### src/rtl/wb_stage.sv
// rtl/wb_stage.sv - RV32I writeback stage: ALU pass-through, single-outstanding load, register file write port.
// Optional WB_MISALIGN_TRAP_EN: flag misaligned LH/LHU/LW with a one-cycle load_err instead of issuing them.
module wb_stage #(
    parameter int MODE       = 32,
    parameter int REG_NUMBER = 32,
    localparam int RW        = $clog2(REG_NUMBER)
) (
    input  logic            clk,
    input  logic            reset,
    input  logic            in_valid,
    output logic            in_ready,
    input  logic            in_wr_en,
    input  logic [RW-1:0]   in_rd,
    input  logic [MODE-1:0] in_result,
    input  logic            in_is_load,
    input  logic [2:0]      in_funct3,
    output logic            mem_req,
    output logic [MODE-1:0] mem_addr,
    input  logic            mem_ack,
    input  logic [MODE-1:0] mem_rdata,
    output logic            rf_write,
    output logic [RW-1:0]   rf_sel_write_reg,
    output logic [MODE-1:0] rf_data_in,
    output logic            load_err,
    output logic            busy
);

    typedef enum logic {IDLE = 1'b0, MEM = 1'b1} state_t;

    state_t          r_state;
    state_t          w_state_next;
    logic            r_mem_req;
    logic [MODE-1:0] r_mem_addr;
    logic            r_rf_write;
    logic [RW-1:0]   r_rf_sel;
    logic [MODE-1:0] r_rf_data;
    logic            r_load_err;
    logic            r_busy;
    logic [RW-1:0]   r_rd;
    logic            r_wr_en;
    logic [2:0]      r_funct3;
    logic [1:0]      r_lane;

    logic            w_accept;
    logic            w_misalign;
    logic            w_alu_we;
    logic            w_load_we;
    logic [MODE-1:0] w_load_data;

    // Byte lane picks the byte; only addr[1] picks the half.
    function automatic logic [MODE-1:0] format_load(input logic [MODE-1:0] word,
                                                    input logic [2:0]      f3,
                                                    input logic [1:0]      lane);
        logic [7:0]  b;
        logic [15:0] h;
        b = word[{lane, 3'b000} +: 8];
        h = lane[1] ? word[31:16] : word[15:0];
        case (f3)
            3'b000:  return {{(MODE-8){b[7]}}, b};
            3'b001:  return {{(MODE-16){h[15]}}, h};
            3'b100:  return {{(MODE-8){1'b0}}, b};
            3'b101:  return {{(MODE-16){1'b0}}, h};
            default: return word;
        endcase
    endfunction

    assign in_ready    = (r_state == IDLE);
    assign w_accept    = in_valid & in_ready;
    assign w_alu_we    = in_wr_en & (in_rd != '0);
    assign w_load_we   = r_wr_en & (r_rd != '0);
    assign w_load_data = format_load(mem_rdata, r_funct3, r_lane);

`ifdef WB_MISALIGN_TRAP_EN
    // funct3[1] set covers LW and the reserved codes treated as LW.
    assign w_misalign = in_is_load &
                        (((in_funct3[1:0] == 2'b01) & in_result[0]) |
                         (in_funct3[1] & (in_result[1:0] != 2'b00)));
`else
    assign w_misalign = 1'b0;
`endif

    always_comb begin
        w_state_next = r_state;
        case (r_state)
            IDLE:    if (w_accept && in_is_load && !w_misalign) w_state_next = MEM;
            MEM:     if (mem_ack) w_state_next = IDLE;
            default: w_state_next = IDLE;
        endcase
    end

    always_ff @(posedge clk) begin
        if (reset) begin
            r_state    <= IDLE;
            r_mem_req  <= 1'b0;
            r_mem_addr <= '0;
            r_rf_write <= 1'b0;
            r_rf_sel   <= '0;
            r_rf_data  <= '0;
            r_load_err <= 1'b0;
            r_busy     <= 1'b0;
            r_rd       <= '0;
            r_wr_en    <= 1'b0;
            r_funct3   <= '0;
            r_lane     <= '0;
        end else begin
            r_state    <= w_state_next;
            r_rf_write <= 1'b0;
            r_load_err <= 1'b0;
            if (w_accept) begin
                if (!in_is_load) begin
                    r_rf_write <= w_alu_we;
                    if (w_alu_we) begin
                        r_rf_sel  <= in_rd;
                        r_rf_data <= in_result;
                    end
                end else if (w_misalign) begin
                    r_load_err <= 1'b1;
                end else begin
                    r_rd       <= in_rd;
                    r_wr_en    <= in_wr_en;
                    r_funct3   <= in_funct3;
                    r_lane     <= in_result[1:0];
                    r_mem_req  <= 1'b1;
                    r_mem_addr <= {in_result[MODE-1:2], 2'b00};
                    r_busy     <= 1'b1;
                end
            end else if (r_state == MEM && mem_ack) begin
                r_rf_write <= w_load_we;
                if (w_load_we) begin
                    r_rf_sel  <= r_rd;
                    r_rf_data <= w_load_data;
                end
                r_mem_req <= 1'b0;
                r_busy    <= 1'b0;
            end
        end
    end

    assign mem_req          = r_mem_req;
    assign mem_addr         = r_mem_addr;
    assign rf_write         = r_rf_write;
    assign rf_sel_write_reg = r_rf_sel;
    assign rf_data_in       = r_rf_data;
    assign load_err         = r_load_err;
    assign busy             = r_busy;

endmodule

### config.mk
export PLATFORM = sky130hd
export DESIGN_NAME = wb_stage
export DESIGN_NICKNAME = d
export VERILOG_FILES = /design/src/rtl/wb_stage.sv
export SDC_FILE = /design/constraint.sdc
export NUM_CORES = 1
export LEC_CHECK = 0
export BUFFER_PORTS_ARGS = -buffer_cell sky130_fd_sc_hd__clkbuf_2
export CAP_MARGIN = 10
export CORE_MARGIN = 3
export CORE_UTILIZATION = 53
export CTS_CLUSTER_SIZE = 24
export DETAILED_ROUTE_END_ITERATION = 16
export PLACE_DENSITY = 0.86
export SLEW_MARGIN = 25
export SYNTH_ARGS = -nofsm -noshare
export SYNTH_HDL_FRONTEND = slang
export SYNTH_SLANG_ARGS = --single-unit
### constraint.sdc
create_clock -name clk -period 3.5 [get_ports clk]
set_clock_uncertainty 0.05 [all_clocks]
set_input_delay 0.525 -clock clk [delete_from_list [all_inputs] [get_ports clk]]
set_output_delay 0.525 -clock clk [all_outputs]
set_load 0.01 [all_outputs]
After elaboration in Yosys (flattened, before gate mapping). Cells that the tools add are included.

Register bits after elaboration: 81. Latch bits: 0. Bits in writable memories: 0. Memory bits (read-only): 0. Bits of input ports: 78. Output and inout port bits: 74. Logic and storage cells: 52. Memories: 0.

Add/subtract/negate cells: 0. $mul: 0. Div/mod/pow operators: 0. Order comparisons: 0. Eq/ne operators: 6. Shifts and indexed selects: 1. Multiplexer cells: 21. Bitwise logic cells: 4. Reductions and logical operators: 10.

Operators with widths (count): 2-to-1 mux 32 bit (5); case mux 32 bit (4 select lines) (1); indexed part select 32 x 6 -> 8 bit (1); 2-to-1 mux 5 bit (5); 2-to-1 mux 16 bit (1); nonzero test 5 bit (2); 2-to-1 mux 1 bit (8); == test 3 bit (second input constant) (2); != test 2 bit (second input constant) (2); AND reduction 2 bit (2); AND reduction 4 bit (1); nonzero test 2 bit (2); AND 1 bit (3); == test 3 x 1 -> 1 bit (second input constant) (1); logical NOT 3 bit (1); logical AND 1 bit (2); != test 2 x 1 -> 1 bit (second input constant) (1); case mux 1 bit (2 select lines) (1); inverter 1 bit (1).

Depth between registers and ports, before layout. Gate-level depths: netlist of the first run.

Depth after elaboration: 5. Gate-level depth with buffers: 7. Gate-level depth less buffers: 5.

Worst setup path before layout of the first run. Ideal clock, no wire load.

Path type: input to register. Start: input in_rd[0]. End: register r_rf_data[13], in the netlist rf_data_in[13]. Setup time: 0.070 ns. Arrival time: 1.874 ns. Data required time: 3.380 ns. Slack: 1.505 ns. Stages on the path: 7. Path buffers: 2. Cell sequence: or4_1 -> nor2_1 -> o41a_4 -> buf_8 -> buf_12 -> nand2_2 -> a21oi_2.

Longest elaborated chain between the ends: 4.

Ends and longest elaborated chain: from (decl) (RTL line 13) `input logic [RW-1:0] in_rd,`; nonzero test 5 bit (RTL line 69) `assign w_alu_we = in_wr_en & (in_rd != '0);`; AND 1 bit (RTL line 69); != test 2 x 1 -> 1 bit (no source line); AND reduction 4 bit (no source line); to (signal assigned) (RTL line 114) `r_rf_data <= in_result;`; to (signal assigned) (RTL line 131) `r_rf_data <= w_load_data;`; to (decl) (RTL line 36) `logic [MODE-1:0] r_rf_data;`.

Every way passes these cells. A chain may end at the register's enable or synchronous reset.

Worst setup path in the final report of the first run.
Start: register r_state. End: register r_rf_data[4], in the netlist rf_data_in[4].

Longest elaborated chain between the ends: 4. Elaborated cells between the ends (all ways): 9. Those cells by class: 2 x eq/ne; 1 x mux; 2 x bitwise; 4 x reduce/logical.

Ends and longest elaborated chain: from (decl) (RTL line 30) `state_t r_state;`; from (signal assigned) (RTL line 106) `r_state <= w_state_next;`; inverter 1 bit (RTL line 67) `assign in_ready = (r_state == IDLE);`; AND 1 bit (RTL line 68) `assign w_accept = in_valid & in_ready;`; != test 2 x 1 -> 1 bit (no source line), or another cell as far along; AND reduction 4 bit (no source line).

Parallel ways exist; a longest one is shown, timed or not.

==> results of run 1 <==
[stage by stage]
step           cells  util (%)  area [um2]  setup WS, ps
6_report         727     68.95        4840          1075
5_1_grt          727     68.95        4840         848.9
4_1_cts          727     68.95        4840          1076
3_5_place_dp     711     66.36        4658         943.9
3_3_place_gp     711     66.36        4658          1126
2_1_floorplan    505         -        3968          1505
[critical path, delay by kind of cell, from the launching register on]
| family | cells | cell delay [ps] |
|---|---|---|
| AND/OR/NAND/NOR | 2 | 520 |
| flip-flops | 1 | 380 |
| buffers and inverters | 2 | 500 |
| AO/OA/AOI/OAI | 2 | 870 |
[power groups by stage]
stage / Clock [W] / Sequential (W) / Combinational (W)
after floorplan: 0 / 0.00103 / 0.000205
after CTS: 0.000640 / 0.000997 / 0.000359
final: 0.000633 / 0.000997 / 0.000363
after detailed placement: 0 / 0.00102 / 0.000357
after global routing: 0.000685 / 0.00100 / 0.000397
after global placement: 0 / 0.00102 / 0.000346
[cell families (layout without fill, tap and decap cells)]
kind of cell,Yosys count,count (layout),synth area share [%]
compound gates,151,151,28.03
mux,3,3,0.8215
buf+inv,54,180,6.824
simple gates,213,213,23.29
other cells,1,3,0.09470
flops,81,81,40.95
[placed cells by master (no fill, tap or decap), drive strengths merged, types with 3 or more instances in the layout]
cell type / n
nor2b: 5
a311oi: 5
nor2: 35
or4: 3
and2: 16
inv: 6
nand3: 6
a211oi: 8
nand2: 136
conb: 3
a221oi: 9
a211o: 8
o21ai: 8
buf: 11
o2111ai: 8
a21oi: 73
dfxtp: 81
clkbuf: 159
a22o: 8
clkinv: 3
nor3: 8
o221ai: 16
nand2b: 3
[layer usage]
layer | track usage (%) | up-vias | part of all wire, %
met4 | 7.921 | 0 | 1.8
met5 | 0 | - | 0
met3 | 6.255 | 23 | 9.5
met2 | 45.14 | 212 | 46
li1 | - | 1995 | -
met1 | 36.72 | 1940 | 43
[final cells by class]
| type | instances | area [um2] | share of cell area [%] |
|---|---|---|---|
| clock buffer | 12 | 155.1 | 3.206 |
| tap | 96 | 120.1 | 2.482 |
| multi-input combinational | 370 | 2078 | 42.94 |
| timing repair buffer | 158 | 815.8 | 16.86 |
| sequential | 81 | 1622 | 33.51 |
| clock inverter | 4 | 26.28 | 0.5429 |
| inverter | 6 | 22.52 | 0.4654 |
[final timing paths]
path / cells after the start / endpoint
hold reg to reg: 2 / mem_addr[9]
setup / recovery: 6 / rf_data_in[4]
hold / removal: 3 / mem_addr[26]
setup reg to reg: 6 / rf_data_in[4]
==> out/metrics.yaml, run 1 <==
sta:
  report.final.hold_viol_count: 0
  setup-tns-final_ps: 0
  hold_ws_ps: 358.9
  final.period_utilization_pct: 69.27
  slew-limit-headroom_pct: 38.37
  finalSetupViolations: 0
  worst_pin_slew_ps: 922.6
  timing.final.crit_period_ps: 2425
  final-max-slew-violation-count: 0
  rsz0062_at_grt: "no"
  fmaxAchievable_mhz: 412.4
worst_setup_path:
  crit_chain: "inv_1, nand2_1, o41ai_4, buf_4, nor2_1, a211oi_1"
  crit_path_end_kind: "flop"
  crit_slowest_cell: "sky130_fd_sc_hd__o41ai_4"
  crit_path_start: "r_state"
  crit_path_start_kind: "flop"
  critPathRequiredTime_ps: 3690
  timing.setup.critical_path_class: "reg2reg"
  ff_to_ff_start: "r_state"
  timing.critical_path.fanout_max: 28
  reg2reg_setup_slack_ps: 1080
  critical_path_arrival_ps: 2610
  critical-path-max-stage-delay_ps: 600
cts:
  clk_pin_slew_worst_setup_hold_paths_ps: 90
  clk_root_buffer_cell: "sky130_fd_sc_hd__clkbuf_8"
  clock_sinks: 81
  cts_tree: "done"
  postCtsResizedCells: 0
  cts_max_level: 3
  worst_skew_pair.late_latency_ps: 350
  clock_tree.buffer_depth: 2
  postCtsHoldBufs: 0
  numCtsBuffers: 9
  post_cts.repair.setup_buffers: 0
logic_synthesis:
  library_cell_with_the_highest_instance_count_after_synthesis: "sky130_fd_sc_hd__nand2_1"
  synth_top_cell_area_share_pct: 40.95
  asyncSetResetFlopFracSynth_pct: 0
  ys_seq_area_share_pct: 40.95
  netlist-cell-type-count: 44
  top_cells_by_instance_count_after_synthesis: "sky130_fd_sc_hd__nand2_1, sky130_fd_sc_hd__dfxtp_1, sky130_fd_sc_hd__a21oi_1"
  postSynthRegisterBits: 81
  yosys_most_used_dff: "sky130_fd_sc_hd__dfxtp_1"
  yosysWarningCount: 0
  post_synth_inst_count: 503
  synthTopCellsByArea: "sky130_fd_sc_hd__dfxtp_1, sky130_fd_sc_hd__nand2_1, sky130_fd_sc_hd__a21oi_1"
  syn-cell-area_um2: 3960
  synth_edf_count: 0
  synth_top_area_cell: "sky130_fd_sc_hd__dfxtp_1"
  syn_area_per_cell_um2: 7.873
drt:
  aggregate_routed_wire_length_mm: 12.09
  drtPass1Iterations: 5
  detail_route.drc_violations: 0
  postRouteAntennaNets: 0
  dr.first_iter.drc_count: 433
  post_drt_wl_per_cell_um: 16.63
  route.detailed.vias_per_inst: 5.736
  count_of_vias_placed_by_the_detailed_router: 4170
grt:
  grt_max_degree: 43
  grt_antenna_before_repair: 0
  grt_pass1_vias: 3905
  grtUsageTotal_pct: 27.70
  grt_pass1_wl_mm: 19.13
  grt.overflow.total: 0
power:
  internal_power_w: 0.001402
  pwr-share-comb_pct: 18.2
  peakVddDrop_uv: 275.7
  clkPwrFrac_pct: 31.8
  power.switching_fraction_pct: 29.69
  design_power_total_w: 0.001994
  net_switching_power_w: 0.0005921
  power.density_nw_per_um2: 412.0
  static-leakage-power_nw: 2.028
  seq_power_share_pct: 50.0
status:
  run_status: "complete, no violations"
floorplan:
  initial_core_util_pct: 56.42
  die_h_um: 92.44
  fp.dieW_um: 92.44
  core.rowCount: 30
  core_area_um2: 7019
  top_level_ports: 152
  die_area_um2: 8545
placement:
  gp_congestion: 0.9016
  place.port_buffers: 148
  hpwl_mm: 8.872
final_layout:
  filler_instances: 600
  post_route_cells_drive_above_1_share_pct: 32.33
  largest_register_ffs: 32
  finish.net_count: 704
  area_growth_pct: 22.21
  antenna_cells: 0
run:
  drv_cap: 0
min_path:
  hold_path_startpoint: "in_result[26]"
  holdCritPathClass: "in2reg"
Power figures use the tool's default switching activity.
==> inputs of run 2 (changes only) <==
Settings changed: ABC_AREA set to 1, CORE_UTILIZATION 53 to 50, PLACE_DENSITY 0.86 to 0.81.
Clock period 3.5 ns to 2.5 ns, I/O delays scaled along.
==> out/metrics.yaml, run 2 <==
logic_synthesis:
  synth_top_cell_area_share_pct: 39.46
  yosys_most_used_dff: "sky130_fd_sc_hd__dfxtp_1"
  synthTopCellsByArea: "sky130_fd_sc_hd__dfxtp_1, sky130_fd_sc_hd__nand2_1, sky130_fd_sc_hd__a21oi_1"
  top_cells_by_instance_count_after_synthesis: "sky130_fd_sc_hd__nand2_1, sky130_fd_sc_hd__a21oi_1, sky130_fd_sc_hd__dfxtp_1"
  syn_area_per_cell_um2: 6.574
  syn-cell-area_um2: 4109
  postSynthRegisterBits: 81
  post_synth_inst_count: 625
  yosysWarningCount: 0
  netlist-cell-type-count: 26
  synth_top_area_cell: "sky130_fd_sc_hd__dfxtp_1"
  synth_edf_count: 0
  asyncSetResetFlopFracSynth_pct: 0
  ys_seq_area_share_pct: 39.46
  library_cell_with_the_highest_instance_count_after_synthesis: "sky130_fd_sc_hd__nand2_1"
power:
  seq_power_share_pct: 45.9
  peakVddDrop_uv: 434.7
  static-leakage-power_nw: 2.385
  internal_power_w: 0.002086
  net_switching_power_w: 0.0009777
  power.switching_fraction_pct: 31.91
  power.density_nw_per_um2: 611.8
  pwr-share-comb_pct: 20.3
  clkPwrFrac_pct: 33.8
sta:
  setup-tns-final_ps: 0
  slew-limit-headroom_pct: 50.69
  rsz0062_at_grt: "no"
  timing.final.crit_period_ps: 2061
  final-max-slew-violation-count: 0
  finalSetupViolations: 0
  fmaxAchievable_mhz: 485.2
  final.period_utilization_pct: 82.44
  worst_pin_slew_ps: 738.8
  report.final.hold_viol_count: 0
final_layout:
  most_common_cell_after_layout_fill_and_taps_aside: "sky130_fd_sc_hd__nand2_1"
  stdcell_count: 850
  multi_input_gate_area_um2: 2130
  post_route_cells_drive_above_1_share_pct: 25.94
  area_growth_pct: 21.89
  sequential_standard_cell_area_um2: 1622
  layout.cells.most_common_list: "sky130_fd_sc_hd__nand2_1, sky130_fd_sc_hd__clkbuf_2, sky130_fd_sc_hd__a21oi_1"
  antenna_cells: 0
  largest_register_ffs: 32
  filler_instances: 777
  finish.net_count: 821
min_path:
  holdCritPathClass: "in2reg"
  min_to: "mem_addr[24]"
  hold_path_startpoint: "in_result[24]"
  min_delay_path_depth: 3
worst_setup_path:
  reg2reg_setup_slack_ps: 440
  critPathRequiredTime_ps: 2730
  critical_path_arrival_ps: 2290
  timing.critical_path.fanout_max: 24
  timing.setup.critical_path_class: "reg2reg"
  crit_path_end_kind: "flop"
  ff2ff_path_depth: 8
  crit_path_start_kind: "flop"
  worst_r2r_endpoint: "rf_data_in[16]"
  ff_to_ff_start: "r_lane[1]"
floorplan:
  top_level_ports: 152
  core.rowCount: 32
  fp.dieW_um: 96.65
  initial_core_util_pct: 52.36
  die_area_um2: 9341
  die_h_um: 96.65
  core_area_um2: 7848
cts:
  worst_skew_pair.late_latency_ps: 360
  postCtsResizedCells: 0
  cts_tree: "done"
  clock_sinks: 81
  clock_tree.buffer_depth: 2
  cts_max_level: 3
  post_cts.repair.setup_buffers: 0
  clk_pin_slew_worst_setup_hold_paths_ps: 100
  numCtsBuffers: 9
  clk_root_buffer_cell: "sky130_fd_sc_hd__clkbuf_8"
  postCtsHoldBufs: 0
grt:
  grt_antenna_before_repair: 0
  grt.overflow.total: 0
  grt_pass1_vias: 4422
  grt_max_degree: 53
  grtUsageTotal_pct: 26.94
  grt_pass1_wl_mm: 21.05
run:
  drv_cap: 0
drt:
  post_drt_wl_per_cell_um: 15.45
  drtPass1Iterations: 7
  aggregate_routed_wire_length_mm: 13.13
  postRouteAntennaNets: 0
  dr.first_iter.drc_count: 272
  count_of_vias_placed_by_the_detailed_router: 4671
  route.detailed.vias_per_inst: 5.495
  detail_route.drc_violations: 0
status:
  run_status: "complete, no violations"
placement:
  dp_cells: 834
  place.port_buffers: 148
  gp_congestion: 0.9076
  hpwl_mm: 9.477
## run 2: kinds of logic after synthesis
logic type,Yosys count,synth area share [%]
AND/OR/NAND/NOR,315,33.04
AO/OA/AOI/OAI,150,18.51
flip-flops,81,39.46
buffers and inverters,78,8.892
other,1,0.09126
## run 2: layout make-up
cell class	instances	share of cell area, %
clock inverters	6	1.499
inverters	27	2.073
well taps	102	2.548
multi-input cells	468	42.52
flip-flops and latches	81	32.38
repair buffers	156	16.24
clock buffers	10	2.748
## run 2: stage by stage
stage                     util [%]  area (um2)  worst slack [ps]  power (W)  hold slack (ps)
after detailed placement     61.11        4796             480.1   0.002048            404.7
after global placement       61.11        4796             625.7   0.002030            390.9
after global routing         63.82        5009             202.1   0.003213            230.6
final                        63.82        5009             438.9   0.003064            230.8
after CTS                    63.82        5009             453.8   0.003070            221.9
after floorplan                  -        4116              1143   0.001828            380.0
## run 2: power by group through the flow
stage	sequential [W]	clock, W	combinational, W
floorplan	0.00145	0	0.000380
global placement	0.00143	0	0.000597
detailed placement	0.00143	0	0.000614
CTS	0.00141	0.00105	0.000620
global route	0.00141	0.00110	0.000695
finish	0.00141	0.00103	0.000623
## run 2: layer usage
layer | global-route usage [%] | routed length (um) | up-vias
li1 | - | - | 2286
met1 | 34.82 | 5502 | 2124
met2 | 43.63 | 6106 | 231
met3 | 7.066 | 1155 | 30
met4 | 9.179 | 367 | 0
met5 | 0 | 0 | -
## run 2: critical path, stage by stage, from the launching register on
cell                      delay (ps)
sky130_fd_sc_hd__dfxtp_1         650
sky130_fd_sc_hd__inv_2           260
sky130_fd_sc_hd__nand2_1         130
sky130_fd_sc_hd__nand3_1          70
sky130_fd_sc_hd__nand2_1         110
sky130_fd_sc_hd__nand2_2         270
sky130_fd_sc_hd__nand3_1         200
sky130_fd_sc_hd__o21ai_0         100
sky130_fd_sc_hd__a21oi_1         140
## run 2: how the worst max path moves through the flow
| stage | cells after the start | to | startpoint | slack (ps) |
|---|---|---|---|---|
| floorplan | 9 | rf_data_in[4] | r_lane[1] | 1140 |
| global placement | 8 | rf_data_in[11] | r_lane[1] | 630 |
| detailed placement | 8 | rf_data_in[16] | r_lane[1] | 480 |
| CTS | 8 | rf_data_in[16] | r_lane[1] | 450 |
| global route | 8 | rf_data_in[17] | r_lane[1] | 200 |
| finish | 8 | rf_data_in[16] | r_lane[1] | 440 |
